`src/rtl/iic_reg_master.sv`:
```
// Single-master SMBus/I2C initiator for one-byte register writes and reads.
// SCL/SDA are driven through active-low open-drain enables; target clock stretching is honoured.
module iic_reg_master #(
    parameter int unsigned QTR_DIV = 63
) (
    input  logic       iClk,
    input  logic       inRst,
    input  logic       iSCL,
    input  logic       iSDA,
    output logic       onSCLOE,
    output logic       onSDAOE,
    input  logic       iStart,
    input  logic       iRnW,
    input  logic [6:0] ivTargetAddr,
    input  logic [7:0] ivRegAddr,
    input  logic [7:0] ivWrData,
    output logic [7:0] ovRdData,
    output logic       oBusy,
    output logic       oDone,
    output logic       oNack
);

    typedef enum logic [3:0] {
        ST_IDLE,
        ST_START,
        ST_TXBIT,
        ST_RXACK,
        ST_RESTART,
        ST_RXBIT,
        ST_TXNACK,
        ST_STOP,
        ST_DONE
    } state_t;

    localparam logic [9:0] LP_QLAST = 10'(QTR_DIV - 1);

    logic       r_scl_meta, r_scl_sync, r_sda_meta, r_sda_sync;
    state_t     r_state, w_state_nxt;
    logic [9:0] r_cnt, w_cnt_nxt;
    logic [1:0] r_qtr, w_qtr_nxt;
    logic [2:0] r_bit, w_bit_nxt;
    logic [1:0] r_byte, w_byte_nxt;
    logic [7:0] r_shift, w_shift_nxt;
    logic [7:0] r_rx, w_rx_nxt;
    logic [7:0] r_rd_data, w_rd_data_nxt;
    logic       r_ack, w_ack_nxt;
    logic       r_nack, w_nack_nxt;
    logic       r_rnw;
    logic [6:0] r_addr;
    logic [7:0] r_reg, r_wdata;
    logic       r_scl_oe, r_sda_oe, r_busy, r_done;
    logic       w_accept, w_stretch_q, w_cnt_last, w_qend, w_slot_end, w_sample;
    logic [1:0] w_pins;

    // {SCL release, SDA release} for a given state/quarter; b is the data bit for TXBIT.
    function automatic logic [1:0] f_pins(input state_t s, input logic [1:0] q, input logic b);
        logic [1:0] v;
        v = 2'b11;
        case (s)
            ST_START:                      v = {1'b1, q < 2'd2};
            ST_TXBIT:                      v = {q[1], b};
            ST_RXACK, ST_RXBIT, ST_TXNACK: v = {q[1], 1'b1};
            ST_RESTART:                    v = {q != 2'd0, q < 2'd2};
            ST_STOP:                       v = {q != 2'd0, q[1]};
            default:                       v = 2'b11;
        endcase
        return v;
    endfunction

    always_ff @(posedge iClk or negedge inRst) begin
        if (!inRst) begin
            r_scl_meta <= 1'b1;
            r_scl_sync <= 1'b1;
            r_sda_meta <= 1'b1;
            r_sda_sync <= 1'b1;
        end else begin
            r_scl_meta <= iSCL;
            r_scl_sync <= r_scl_meta;
            r_sda_meta <= iSDA;
            r_sda_sync <= r_sda_meta;
        end
    end

    always_comb begin
        w_accept    = (r_state == ST_IDLE) && iStart;
        w_stretch_q = ((r_state inside {ST_TXBIT, ST_RXACK, ST_RXBIT, ST_TXNACK}) && (r_qtr == 2'd2))
                   || ((r_state inside {ST_RESTART, ST_STOP}) && (r_qtr == 2'd1));
        w_cnt_last  = (r_cnt == LP_QLAST);
        // A released-SCL quarter may only end once the line is actually seen high.
        w_qend      = w_cnt_last && !(w_stretch_q && !r_scl_sync)
                   && (r_state != ST_IDLE) && (r_state != ST_DONE);
        w_slot_end  = w_qend && (r_qtr == 2'd3);
        w_sample    = w_qend && (r_qtr == 2'd2);
    end

    always_comb begin
        w_state_nxt   = r_state;
        w_cnt_nxt     = r_cnt;
        w_qtr_nxt     = r_qtr;
        w_bit_nxt     = r_bit;
        w_byte_nxt    = r_byte;
        w_shift_nxt   = r_shift;
        w_rx_nxt      = r_rx;
        w_rd_data_nxt = r_rd_data;
        w_ack_nxt     = r_ack;
        w_nack_nxt    = r_nack;

        if ((r_state == ST_IDLE) || (r_state == ST_DONE)) begin
            w_cnt_nxt = '0;
            w_qtr_nxt = '0;
        end else if (w_qend) begin
            w_cnt_nxt = '0;
            w_qtr_nxt = r_qtr + 2'd1;
        end else if (!w_cnt_last) begin
            w_cnt_nxt = r_cnt + 10'd1;
        end

        case (r_state)
            ST_IDLE: begin
                if (w_accept) begin
                    w_nack_nxt  = 1'b0;
                    w_state_nxt = ST_START;
                end
            end
            ST_START: begin
                if (w_slot_end) begin
                    w_state_nxt = ST_TXBIT;
                    w_shift_nxt = {r_addr, 1'b0};
                    w_bit_nxt   = '0;
                    w_byte_nxt  = 2'd0;
                end
            end
            ST_TXBIT: begin
                if (w_slot_end) begin
                    if (r_bit == 3'd7) begin
                        w_state_nxt = ST_RXACK;
                        w_bit_nxt   = '0;
                    end else begin
                        w_bit_nxt   = r_bit + 3'd1;
                        w_shift_nxt = {r_shift[6:0], 1'b0};
                    end
                end
            end
            ST_RXACK: begin
                if (w_sample) w_ack_nxt = r_sda_sync;
                if (w_slot_end) begin
                    if (r_ack) begin
                        w_nack_nxt  = 1'b1;
                        w_state_nxt = ST_STOP;
                    end else begin
                        case (r_byte)
                            2'd0: begin
                                w_state_nxt = ST_TXBIT;
                                w_shift_nxt = r_reg;
                                w_byte_nxt  = 2'd1;
                            end
                            2'd1: begin
                                if (r_rnw) begin
                                    w_state_nxt = ST_RESTART;
                                end else begin
                                    w_state_nxt = ST_TXBIT;
                                    w_shift_nxt = r_wdata;
                                    w_byte_nxt  = 2'd2;
                                end
                            end
                            default: w_state_nxt = r_rnw ? ST_RXBIT : ST_STOP;
                        endcase
                    end
                end
            end
            ST_RESTART: begin
                if (w_slot_end) begin
                    w_state_nxt = ST_TXBIT;
                    w_shift_nxt = {r_addr, 1'b1};
                    w_bit_nxt   = '0;
                    w_byte_nxt  = 2'd2;
                end
            end
            ST_RXBIT: begin
                if (w_sample) w_rx_nxt = {r_rx[6:0], r_sda_sync};
                if (w_slot_end) begin
                    if (r_bit == 3'd7) begin
                        w_state_nxt = ST_TXNACK;
                        w_bit_nxt   = '0;
                    end else begin
                        w_bit_nxt = r_bit + 3'd1;
                    end
                end
            end
            ST_TXNACK: begin
                if (w_slot_end) w_state_nxt = ST_STOP;
            end
            ST_STOP: begin
                if (w_slot_end) begin
                    w_state_nxt = ST_DONE;
                    if (r_rnw && !r_nack) w_rd_data_nxt = r_rx;
                end
            end
            ST_DONE:  w_state_nxt = ST_IDLE;
            default:  w_state_nxt = ST_IDLE;
        endcase

        // Pins are registered from next-state values: same timing as a decode, no glitches.
        w_pins = f_pins(w_state_nxt, w_qtr_nxt, w_shift_nxt[7]);
    end

    always_ff @(posedge iClk or negedge inRst) begin
        if (!inRst) begin
            r_state   <= ST_IDLE;
            r_cnt     <= '0;
            r_qtr     <= '0;
            r_bit     <= '0;
            r_byte    <= '0;
            r_shift   <= '0;
            r_rx      <= '0;
            r_rd_data <= '0;
            r_ack     <= 1'b0;
            r_nack    <= 1'b0;
            r_scl_oe  <= 1'b1;
            r_sda_oe  <= 1'b1;
            r_busy    <= 1'b0;
            r_done    <= 1'b0;
        end else begin
            r_state   <= w_state_nxt;
            r_cnt     <= w_cnt_nxt;
            r_qtr     <= w_qtr_nxt;
            r_bit     <= w_bit_nxt;
            r_byte    <= w_byte_nxt;
            r_shift   <= w_shift_nxt;
            r_rx      <= w_rx_nxt;
            r_rd_data <= w_rd_data_nxt;
            r_ack     <= w_ack_nxt;
            r_nack    <= w_nack_nxt;
            r_scl_oe  <= w_pins[1];
            r_sda_oe  <= w_pins[0];
            r_busy    <= (w_state_nxt != ST_IDLE);
            r_done    <= (w_state_nxt == ST_DONE);
        end
    end

    always_ff @(posedge iClk or negedge inRst) begin
        if (!inRst) begin
            r_rnw   <= 1'b0;
            r_addr  <= '0;
            r_reg   <= '0;
            r_wdata <= '0;
        end else if (w_accept) begin
            r_rnw   <= iRnW;
            r_addr  <= ivTargetAddr;
            r_reg   <= ivRegAddr;
            r_wdata <= ivWrData;
        end
    end

    assign onSCLOE  = r_scl_oe;
    assign onSDAOE  = r_sda_oe;
    assign ovRdData = r_rd_data;
    assign oBusy    = r_busy;
    assign oDone    = r_done;
    assign oNack    = r_nack;

endmodule

```
`config.mk`:
```
export PLATFORM = sky130hd
export DESIGN_NAME = iic_reg_master
export DESIGN_NICKNAME = d
export VERILOG_FILES = /design/src/rtl/iic_reg_master.sv
export SDC_FILE = /design/constraint.sdc
export NUM_CORES = 1
export LEC_CHECK = 0
export BUFFER_PORTS_ARGS = -buffer_cell sky130_fd_sc_hd__buf_4
export CORE_ASPECT_RATIO = 0.9
export CORE_UTILIZATION = 60
export DETAILED_ROUTE_END_ITERATION = 16
export GPL_TIMING_DRIVEN = 0
export PLACE_DENSITY = 0.81
export SLEW_MARGIN = 40
export SYNTH_ARGS = -nofsm -noshare
export SYNTH_HDL_FRONTEND = slang
export SYNTH_SLANG_ARGS = --single-unit
```
`constraint.sdc`:
```
create_clock -name iClk -period 5.7 [get_ports iClk]
set_clock_uncertainty 0.15 [all_clocks]
set_input_delay 0.57 -clock iClk [delete_from_list [all_inputs] [get_ports iClk]]
set_output_delay 0.57 -clock iClk [all_outputs]
set_load 0.05 [all_outputs]
```
# Yosys cells after proc, flatten, opt, wreduce, memory -nomap -nowiden
# Index checks and enable logic that the tools add are counted.
# W data, S select, Z words.
[totals]
reg_bits = 79
inputBits = 29
ramBits = 0
word_cells = 143
mem_count = 0
latch_bits = 0
output_inout_bits = 13
mem_bits_ro = 0
[op_classes]
n_addsub = 3
shift = 0
eq_ne = 36
n_bitwise = 0
mul = 0
reduce_logical = 36
magnitude_cmp = 1
muxes = 44
div = 0
[op_table]
columns = ["operator", "n"]
rows = [
  ["$mux W8", 7],
  ["$mux W4", 9],
  ["$eq A4 B3 Y1 const B", 8],
  ["$pmux W8 S4", 1],
  ["$mux W10", 3],
  ["$pmux W4 S7", 1],
  ["$eq A4 B2 Y1 const B", 4],
  ["$mux W2", 8],
  ["$ne A2 B2 Y1 const B", 8],
  ["$pmux W8 S2", 1],
  ["$reduce_bool A4 Y1", 4],
  ["$mux W3", 5],
  ["$pmux W3 S2", 2],
  ["$add A10 B1 Y10 const B", 1],
  ["$eq A10 B6 Y1 const B", 1],
  ["$logic_and A1 B1 Y1", 10],
  ["$pmux W2 S5", 1],
  ["$reduce_and A9 Y1", 1],
  ["$eq A4 B1 Y1 const B", 2],
  ["$eq A4 B4 Y1 const B", 2],
  ["$reduce_bool A2 Y1", 4],
  ["$reduce_and A7 Y1", 1],
  ["$ne A3 B1 Y1 const B", 2],
  ["$pmux W2 S3", 1],
  ["22 further kinds", 33],
]

# Logic depth before layout (Yosys ltp)
[depth]
ltp_word = 15
depth_mapped = 12
mapped_depth_nobuf = 11

# Least setup slack after synthesis
# Ideal clock, no wire load.
[synth_path]
kind = "register -> register"
startpoint = "register r_cnt[6]"
endpoint = "register r_sda_oe (netlist: onSDAOE)"
setup_time_ps = 101
path_stages_with_launch = 10
period_less_slack_ps = 2773
path_slack_ps = 2927
path_buffers = 2
arrival_time_ps = 2522
t_required_ps = 5449
path_cell_list = "dfrtp_1 or2_1 or4_1 buf_2 or4_1 buf_2 o31ai_4 a21boi_2 a2111oi_2 a311oi_1"
[synth_between]
elab_chain_len = 10
elab_cells_between_ends = 29
classes_between = "order compare: 1; eq/ne: 8; mux: 15; reduce/logical: 5"
[synth_rtl]
columns = ["element", "line_no", "rtl"]
rows = [
  ["from (decl)", "39", "logic [9:0] r_cnt, w_cnt_nxt;"],
  ["from (signal assigned)", "225", "r_cnt <= w_cnt_nxt;"],
  ["$eq A10 B6 Y1 (*)", "88", "w_cnt_last = (r_cnt == LP_QLAST);"],
  ["$logic_and A1 B1 Y1 (*)", "90", "w_qend = w_cnt_last && !(w_stretch_q && !r_scl_sync)"],
  ["$logic_and A1 B1 Y1 (*) (2 in a row)", "91", "&& (r_state != ST_IDLE) && (r_state != ST_DONE);"],
  ["$logic_and A1 B1 Y1", "92", "w_slot_end = w_qend && (r_qtr == 2'd3);"],
  ["$mux W4 (tied with other cells)", "194", "if (w_slot_end) begin"],
  ["$pmux W4 S7", "118", "case (r_state)"],
  ["$eq A4 B2 Y1 or $eq A4 B3 Y1 (tied branches)", "59", "case (s)"],
  ["$reduce_or A3 Y1", "59", ""],
  ["$pmux W2 S5 (*)", "59", ""],
  ["via w_pins[0]", "53", "logic [1:0] w_pins;"],
  ["to (signal assigned)", "235", "r_sda_oe <= w_pins[0];"],
  ["to (decl)", "51", "logic r_scl_oe, r_sda_oe, r_busy, r_done;"],
]
# The timed path passes the listed nets; every way through them passes the cells marked *. The select of a mux whose other input is x is not followed.
# A chain may end at the register's enable or synchronous reset.

# Worst setup path in the final report
[layout_path]
startpoint = "register r_qtr[0]"
endpoint = "register r_sda_oe (netlist: onSDAOE)"
[layout_between]
elab_chain_len = 14
elab_cells_between_ends = 37
classes_between = "add/sub: 1; order compare: 1; eq/ne: 10; mux: 15; reduce/logical: 10"
[layout_rtl]
columns = ["element", "line_no", "rtl"]
rows = [
  ["from (decl)", "40", "logic [1:0] r_qtr, w_qtr_nxt;"],
  ["from (signal assigned)", "226", "r_qtr <= w_qtr_nxt;"],
  ["$eq A2 B2 Y1 or $eq A2 B1 Y1 (tied branches)", "86, 87", ""],
  ["$logic_and A1 B1 Y1 (on tied branches)", "86, 87", ""],
  ["$logic_or A1 B1 Y1", "87", "|| ((r_state inside {ST_RESTART, ST_STOP}) && (r_qtr == 2'd1));"],
  ["$logic_and A1 B1 Y1", "90", ""],
  ["$logic_not A1 Y1", "90", ""],
  ["$logic_and A1 B1 Y1", "90", ""],
  ["$logic_and A1 B1 Y1 (2 in a row)", "91", ""],
  ["$logic_and A1 B1 Y1", "92", ""],
  ["$mux W4 (tied with other cells)", "194", ""],
  ["$pmux W4 S7", "118", ""],
  ["$eq A4 B2 Y1 or $eq A4 B3 Y1 (tied branches)", "59", ""],
  ["$reduce_or A3 Y1", "59", ""],
  ["$pmux W2 S5 (*)", "59", ""],
  ["via w_pins[0]", "53", ""],
]
# Marks and branches as above.

==> results by group <==
Status
  – Status: complete, no violations

CTS
  – CTS Buf Count: 9
  – Worst-path clk slew: 0.09 ns
  – Clk_lat worst skew: 0.37 ns
  – # clock sinks: 79
  – H-tree depth: 3
  – CTS tree: yes
  – Post-cts resize count: 0
  – Clock Path Buffers: 2
  – CTS Root Cell: clkbuf_8
  – Postcts setup bufs: 0
  – Hold Buf Count CTS: 0

Global routing
  – First-pass GRT wire length: 13.7 mm
  – GRT Total Usage: 26.2%
  – Antenna violations before repair: 0
  – Largest net degree at the start of global routing: 80
  – Number of global-route vias before repair: 2,860
  – Grt total ovfl: 0

Synth
  – Synth area leader: dfrtp_1
  – Synthesis Warnings: 0
  – Ys async rst share: 100%
  – Mapped Area: 0.00391 sq mm
  – Synthesized flop and latch total: 79
  – Mux contribution to synthesized area: 12.6%
  – Post-synth EDFFs: 0
  – Syn Area/Cell: 10.7 sq um
  – Main combinational cell family by area after synthesis: simple AND/OR/NAND/NOR gates
  – Adder-Cell Fraction of Synth Area: 2.24%
  – Synth Area in XOR/XNOR: 2.02%
  – Most used DFF post-synth: dfrtp_1
  – Post-synth top area share: 46.7%
  – Syn nets: 401
  – Top cells by area, synth: dfrtp_1 (47%), mux2_2 (12%), dfstp_2 (4.0%), nand2_1 (3.0%), a21oi_1 (2.6%)
  – Synth Area in Compound Gates: 13.1%
  – Seq/Total Area, Yosys: 50.7%
  – Simple-gate share of the synthesized area: 16.4%
  – Cells after Synth: 365
  – Distinct cells, synth: 55

Timing
  – Final setup vio count: 0
  – Period utilization: 56.6%
  – Final setup TNS: 0 ns
  – Slew Limit Headroom: 39.2%
  – Hold Violations, Final: 0
  – RSZ-0062 raised after global routing: no
  – Final min period: 3.23 ns
  – Max Freq: 0.310 GHz
  – WHS: 0.0540 ns
  – Worst slew pin tran: 0.903 ns
  – Pins Over Slew Limit: 0

Cells and area
  – Layout area overhead: 16.0%
  – ANT cells: 0
  – Fill cells: 477
  – Max reg flops: 10
  – Nets: 453
  – Layout cells sized above 1: 28.2%
  – Reg with most FFs: r_cnt

Routing
  – Via count: 2,979
  – TritonRoute pass-1 iters: 4
  – Vias per inst: 5.85
  – Drt initial violations: 222
  – WL/cell: 15.9 um
  – Final ANT Viol Nets: 0
  – Routed WL: 8.11 mm
  – Post-route DRC: 0

Critical path
  – CP Capture Type: flop
  – CP Launch Type: flop
  – Crit Path Max Fanout: 10
  – Crit Path Class: reg -> reg
  – CP Data Required Time: 5.82 ns
  – Worst path arrival time: 3.35 ns

Floorplanning
  – Core Rows: 27
  – Core Region: 0.00622 sq mm
  – DIE HEIGHT: 78.6 um
  – Die width: 87.1 um
  – I/O pin total: 42
  – Full die area: 0.00685 sq mm
  – Initial Utilization: 62.9%

Placed design
  – GPL Wtd Cong: 0.937
  – Port bufs: 41
  – DPL Wire Length: 5.81 mm

Power and ir drop
  – Total power: 996 uW
  – Pleak: 0.00208 uW
  – Worst VDD drop: 0.000198 V
  – Cell area power density: 219 mW/mm^2

Run
  – Max-Cap Viols: 0

Worst hold path
  – Hold Crit Class: in -> async
-- worst paths after layout --
kind                                      startpoint                    end  slack, ns  cells past startpoint
min in group iClk                               iSDA   r_sda_meta$_DFF_PN1_       0.15                      1
worst max-delay path              r_qtr[0]$_DFF_PN0_      onSDAOE$_DFF_PN1_       2.47                     11
max in group asynchronous                      inRst  r_addr[4]$_DFFE_PN0P_       4.84                      1
worst max register to register    r_qtr[0]$_DFF_PN0_      onSDAOE$_DFF_PN1_       2.47                     11
worst min-delay path                           inRst   r_bit[0]$_DFFE_PN0P_       0.05                      1
worst min register to register  r_sda_meta$_DFF_PN1_   r_sda_sync$_DFF_PN1_       0.21                      0
-- through the flow --
step | cell area, sq um | setup slack, ns | utilization [%] | std cells
after detailed placement | 4330 | 2.58 | 69.7 | 493
after global routing | 4540 | 2.32 | 73.0 | 509
after floorplan | 3910 | 2.93 | - | 365
after global placement | 4330 | 2.65 | 69.6 | 493
final | 4540 | 2.47 | 73.0 | 509
after CTS | 4530 | 2.56 | 72.8 | 509
-- kinds of logic after synthesis --
family          Yosys count
mux                      44
simple gates            123
xor+xnor                  9
compound gates           75
buf+inv                  28
flops                    79
fa+ha+maj                 7
-- where the power goes --
group	switching, uW	internal, uW	leakage (uW)	total (uW)
logic	12.8	12.3	0.000928	25.1
clock network	235	172	0.0000974	407
registers	0.659	563	0.00106	563
-- synth_stat cells (all sizes together), types with 2 or more instances --
cell type / number
a21boi: 4
a21oi: 20
a221o: 2
a311oi: 2
a31oi: 4
and2: 2
and3: 3
buf: 8
clkbuf: 9
dfrtp: 73
dfstp: 6
ha: 7
inv: 11
mux2: 41
mux2i: 3
nand2: 31
nand2b: 5
nand3: 16
nand4: 8
nor2: 24
nor2b: 9
nor3: 8
nor4: 5
o2111ai: 2
o211ai: 5
o21ai: 20
o31ai: 5
or2: 2
or4: 5
xnor2: 4
xor2: 5
-- worst max-delay path: stages (launching register included) --
cell       delay, ns
dfrtp_1         0.41
inv_1           0.07
ha_1            0.24
mux2i_1         0.13
or2_2           0.14
a311oi_2        0.13
buf_2           0.22
nor4_1          0.79
o2111ai_1       0.30
a21boi_2        0.22
a2111oi_2       0.08
a311oi_1        0.26
-- layout by cell type, fill, tap and decap left out, drive strengths merged, types with 6 or more instances in the layout --
cell,n
nor3,8
mux2,41
nor2b,9
inv,16
dfrtp,73
o21ai,20
nand4,8
nand3,16
ha,7
a21oi,20
nor2,24
clkbuf,18
buf,49
dfstp,6
nand2,31
-- layer usage --
metal	vias to the layer above	wire length [um]	GRT usage [%]
li1	1433	-	-
met1	1450	3700	35.6
met2	83	3820	41.3
met3	13	455	5.99
met4	0	135	10.0
met5	-	0	0
-- final cells by class --
class	instances	area [sq um]	share of cell area, %
clock inverter	7	72.6	1.60
sequential	79	1980	43.7
timing repair buffer	41	312	6.87
inverter	11	41.3	0.910
clock buffer	9	124	2.73
tap	87	109	2.40
multi-input combinational	258	1830	40.2
buffer	17	70.1	1.54
No activity file was read; power rests on OpenSTA's default activity.
